$ cat src/rtl/ex_muldiv_seq.sv
// Iterative 32-cycle multiply/divide unit beside the EX stage; owns HI/LO and
// stalls the pipeline while an operation is in flight.
module ex_muldiv_seq (
  input  logic        clk,
  input  logic        reset,
  input  logic        start,
  input  logic [1:0]  op,
  input  logic [31:0] readRs,
  input  logic [31:0] readRt,
  input  logic        read_hilo,
  input  logic        wr_hi,
  input  logic        wr_lo,
  input  logic [31:0] wdata,
  input  logic        flush,
  output logic [31:0] hi,
  output logic [31:0] lo,
  output logic        busy,
  output logic        stall,
  output logic        done,
  output logic        div_zero
);

  typedef enum logic [1:0] {IDLE, RUN, FIX} state_t;

  state_t      state;
  logic [5:0]  count;
  logic        is_div;
  logic        neg_res;
  logic        rem_neg;
  logic        dz;
  logic [31:0] opnd;
  logic [31:0] raw_a;
  logic [63:0] prod;

  logic        a_neg, b_neg;
  logic [31:0] a_mag, b_mag;
  logic [32:0] mul_sum;
  logic [63:0] mul_next;
  logic [32:0] trial, sub;
  logic [63:0] div_next;
  logic [63:0] prod_neg;
  logic [31:0] res_hi, res_lo;

  always_comb begin
    a_neg = op[0] & readRs[31];
    b_neg = op[0] & readRt[31];
    a_mag = a_neg ? (~readRs + 32'd1) : readRs;
    b_mag = b_neg ? (~readRt + 32'd1) : readRt;
  end

  // Shift-add: multiplier sits in prod[31:0] and is consumed LSB first.
  always_comb begin
    mul_sum  = {1'b0, prod[63:32]} + (prod[0] ? {1'b0, opnd} : 33'd0);
    mul_next = {mul_sum, prod[31:1]};
  end

  // Restoring divide: remainder in prod[63:32], dividend/quotient in prod[31:0].
  // Since remainder < divisor, sub[32] is set exactly when the trial underflows.
  always_comb begin
    trial    = {prod[63:32], prod[31]};
    sub      = trial - {1'b0, opnd};
    div_next = sub[32] ? {prod[62:0], 1'b0} : {sub[31:0], prod[30:0], 1'b1};
  end

  always_comb begin
    prod_neg = ~prod + 64'd1;
    res_hi   = prod[63:32];
    res_lo   = prod[31:0];
    if (!is_div) begin
      if (neg_res) {res_hi, res_lo} = prod_neg;
    end else if (dz) begin
      res_hi = raw_a;
      res_lo = '1;
    end else begin
      if (neg_res) res_lo = prod_neg[31:0];
      if (rem_neg) res_hi = ~prod[63:32] + 32'd1;
    end
  end

  assign busy  = (state != IDLE);
  assign stall = busy & (read_hilo | start | wr_hi | wr_lo);

  always_ff @(posedge clk or negedge reset) begin
    if (!reset) begin
      state    <= IDLE;
      count    <= '0;
      is_div   <= 1'b0;
      neg_res  <= 1'b0;
      rem_neg  <= 1'b0;
      dz       <= 1'b0;
      opnd     <= '0;
      raw_a    <= '0;
      prod     <= '0;
      hi       <= '0;
      lo       <= '0;
      done     <= 1'b0;
      div_zero <= 1'b0;
    end else begin
      done <= 1'b0;
      case (state)
        IDLE: begin
          if (start) begin
            is_div   <= op[1];
            neg_res  <= a_neg ^ b_neg;
            rem_neg  <= a_neg;
            dz       <= op[1] & (readRt == '0);
            raw_a    <= readRs;
            opnd     <= op[1] ? b_mag : a_mag;
            prod     <= op[1] ? {32'd0, a_mag} : {32'd0, b_mag};
            count    <= '0;
            div_zero <= 1'b0;
            state    <= RUN;
          end else begin
            if (wr_hi) hi <= wdata;
            if (wr_lo) lo <= wdata;
          end
        end
        RUN: begin
          if (flush) begin
            state <= IDLE;
          end else begin
            prod  <= is_div ? div_next : mul_next;
            count <= count + 6'd1;
            if (count == 6'd31) state <= FIX;
          end
        end
        FIX: begin
          state <= IDLE;
          if (!flush) begin
            hi   <= res_hi;
            lo   <= res_lo;
            done <= 1'b1;
            if (dz) div_zero <= 1'b1;
          end
        end
        default: state <= IDLE;
      endcase
    end
  end

endmodule

$ cat config.mk
export PLATFORM = sky130hd
export DESIGN_NAME = ex_muldiv_seq
export DESIGN_NICKNAME = d
export VERILOG_FILES = /design/src/rtl/ex_muldiv_seq.sv
export SDC_FILE = /design/constraint.sdc
export NUM_CORES = 1
export LEC_CHECK = 0
export CAP_MARGIN = 15
export CORE_MARGIN = 2
export CORE_UTILIZATION = 55
export DETAILED_ROUTE_END_ITERATION = 8
export DONT_BUFFER_PORTS = 1
export HOLD_SLACK_MARGIN = 0.1
export MAX_ROUTING_LAYER = met4
export PLACE_DENSITY = 0.69
export REMOVE_ABC_BUFFERS = 1
export SYNTH_ARGS = -nofsm -noshare
export SYNTH_HDL_FRONTEND = slang
export SYNTH_SLANG_ARGS = --single-unit
$ cat constraint.sdc
create_clock -name clk -period 4.4 [get_ports clk]
set_clock_uncertainty 0.15 [all_clocks]
set_input_delay 1.32 -clock clk [delete_from_list [all_inputs] [get_ports clk]]
set_output_delay 1.32 -clock clk [all_outputs]
set_load 0.01 [all_outputs]
==> reports/metrics.yaml <==
routing:
  antenna_left: 0
  vias: 16430
  first_pass_iters: 5
  finalWirelength_um: 59510
  drc: 0
  drt_iter0_drc: 1631
  wire_per_inst_um: 23.19
  viasPerCell: 6.401
synthesis:
  ys.flop_type: "dfrtp_1"
  synth_warnings: 0
  synth.top_cells.by_count: "314 x nand2_1, 238 x o21ai_0, 206 x dfrtp_1, 176 x a21oi_1, 173 x nor2_1"
  synth-seq-cells: 206
  avgSynthCellArea_um2: 7.727
  yosysUniqueCellTypes: 71
  ys_seq_area_share_pct: 30.15
  synth_edf_count: 0
  synth-async-reset-ratio_pct: 100.0
  yosysMostFrequentCell: "nand2_1"
  synth.top_cell.area_share_pct: 30.15
  mappedNetlistArea_um2: 17100
  yosysTopAreaCell: "dfrtp_1"
  yosys-top-cells-area: "dfrtp_1 30%, o21ai_0 7.0%, nand2_1 6.9%, xnor2_1 5.9%, a21oi_1 5.2%"
  synth_cells: 2213
placement:
  place.gp.congestion: 0.9682
  hpwl_um: 44370
  placed_area_um2: 17550
  io_buffers: 0
cts:
  holdBufCountCts: 0
  cts_buffer_depth: 3
  cts_tree: "yes"
  post_cts_resized: 0
  htree_num_levels: 1
  clkLatencyLatePin_ns: 0.55
  cts_inserted_buffers: 26
  clk_pin_slew_ns: 0.06
  cts_setup_buffers: 0
  ctsRootBufferMaster: "clkbuf_16"
  clock_sinks: 206
pwr:
  ir_worst_vdd_v: 0.0004795
  power.leakage_nw: 7.969
  powerDensity_nw_per_um2: 619.2
sta:
  maxSlewViolCount: 0
  hold_viol_final: 0
  period_needed_ns: 4.048
  setup_violations: 0
  slew_headroom_pct: 34.16
  rsz0062_at_grt: "false"
  fmax_mhz: 247.1
  worst-slew-pin-transition_ns: 0.9853
  timing.hold.ws_ns: 0.3140
  post-route-period-util_pct: 91.99
finish:
  layout-drive-gt1-share_pct: 6.728
  finalInstanceArea_um2: 18440
  nNetsFinal: 2326
  syn_to_final_growth_pct: 7.851
  diodes: 0
worst_setup_path:
  start_kind: "flop"
  crit_path_max_incr_delay_ns: 0.41
  required_ns: 4.62
  cpMaxStageDelayCell: "dfrtp_1"
  cp.arrival_ns: 4.27
  crit_chain: "inv_1 > buf_4 > nor2_1 > ha_1 > a2111oi_0 > o211ai_1 > a41oi_1 > buf_4 > o2bb2ai_1 > o21ai_0 > a41oi_1 > o21ai_0 > xnor2_1 > o221ai_1"
  critPathMaxFanout: 27
  criticalPathCategory: "flop to flop"
  reg2regPathDepth: 14
  cp-end-kind: "flop"
floorplan:
  start_util_pct: 55.90
  core_area_um2: 30590
  die-area_um2: 32520
  die_w_um: 180.3
  row_count: 64
  die_y_um: 180.3
  io_pins: 173
grt:
  grt.overflow.total: 0
  grt_pass1_wl_um: 92180
  track_usage_pct: 36.95
  grt_pass1_vias: 15770
  grt_antenna_before_repair: 1
  grt_max_degree: 207
min_path:
  min_path_type: "input port to asynchronous set/reset pin"
status:
  status: "complete, no violations"
run:
  drv_cap: 0
-- worst max-delay path: cells and delay by family, from the launching register on --
kind	cells	cell delay, ns
compound gates	8	2.05
buf+inv	3	0.71
flops	1	0.41
fa+ha+maj	1	0.24
xor+xnor	1	0.22
simple gates	1	0.09
-- metrics by stage --
step	total power [mW]	setup WS, ns	setup TNS, ns	cells	util [%]
detailed placement	9.067	0.3860	0	2518	57.36
global placement	8.962	0.4035	0	2518	57.36
CTS	11.35	0.3983	0	2566	60.29
floorplan	7.287	-0.7939	-29.65	2056	-
global route	12.19	0.08078	0	2566	60.29
finish	11.42	0.3524	0	2566	60.29
-- path summary, 6_finish.rpt --
kind	endpoint	slack, ns	start
min in group clk	raw_a[5]$_DFFE_PN0P_	0.32	raw_a[5]$_DFFE_PN0P_
max in group asynchronous	is_div$_DFFE_PN0P_	3.38	reset
max reg2reg	prod[62]$_DFFE_PN0P_	0.35	prod[0]$_DFFE_PN0P_
max	prod[62]$_DFFE_PN0P_	0.35	prod[0]$_DFFE_PN0P_
min	lo[26]$_DFFE_PN0P_	0.31	reset
min reg2reg	raw_a[5]$_DFFE_PN0P_	0.32	raw_a[5]$_DFFE_PN0P_
-- final cells by class --
cell class              count  area (um^2)
flip-flops and latches    206         5161
clock inverters            10        137.6
repair buffers             66        508.0
well taps                 396        495.5
clock buffers              38        757.0
fillers                  2848        12150
multi-input cells        1784        11130
inverters                  66        247.7
-- power breakdown --
| group | switching (mW) | leakage (nW) | total, mW | internal, mW |
|---|---|---|---|---|
| clock network | 0.890 | 0.438 | 2.26 | 1.37 |
| logic | 3.55 | 4.99 | 6.00 | 2.45 |
| registers | 0.751 | 2.54 | 3.16 | 2.41 |
-- layer usage --
metal	wire, um	vias to the layer above	track usage [%]
met5	0	-	-
met4	3302	0	16.48
met3	5128	147	8.387
met2	26590	686	56.69
met1	24500	7838	46.65
li1	-	7755	-
-- placed cells by master (no fill, tap or decap), types with 15 or more instances in the layout --
master	instances
nand2_1	312
o21ai_0	238
dfrtp_1	203
a21oi_1	176
nor2_1	171
xnor2_1	115
xor2_1	88
mux2i_1	80
ha_1	69
inv_1	66
buf_4	65
nor3_1	44
or3_1	41
o22ai_1	37
nand3_1	31
o31ai_1	31
nand2b_1	30
clkbuf_16	27
o211ai_1	25
a21o_1	25
a22oi_1	20
nor4_1	19
or4_1	17
a31oi_1	16
nand4_1	16
and3_1	15
-- state kept, by name, indices dropped and copies added (netlist names) --
register,count
lo,32
opnd,32
div_zero,1
dz,1
hi,32
raw_a,32
rem_neg,1
count,6
neg_res,1
done,1
is_div,1
prod,64
state,2
-- cell families after synthesis --
family	synth area share [%]
AND/OR/NAND/NOR	20.19
buffers and inverters	4.983
multiplexers	5.342
flip-flops	30.15
XOR/XNOR	10.45
AO/OA/AOI/OAI	23.61
adder cells (fa/ha/maj)	5.283
No activity file was read; power rests on OpenSTA's default activity.
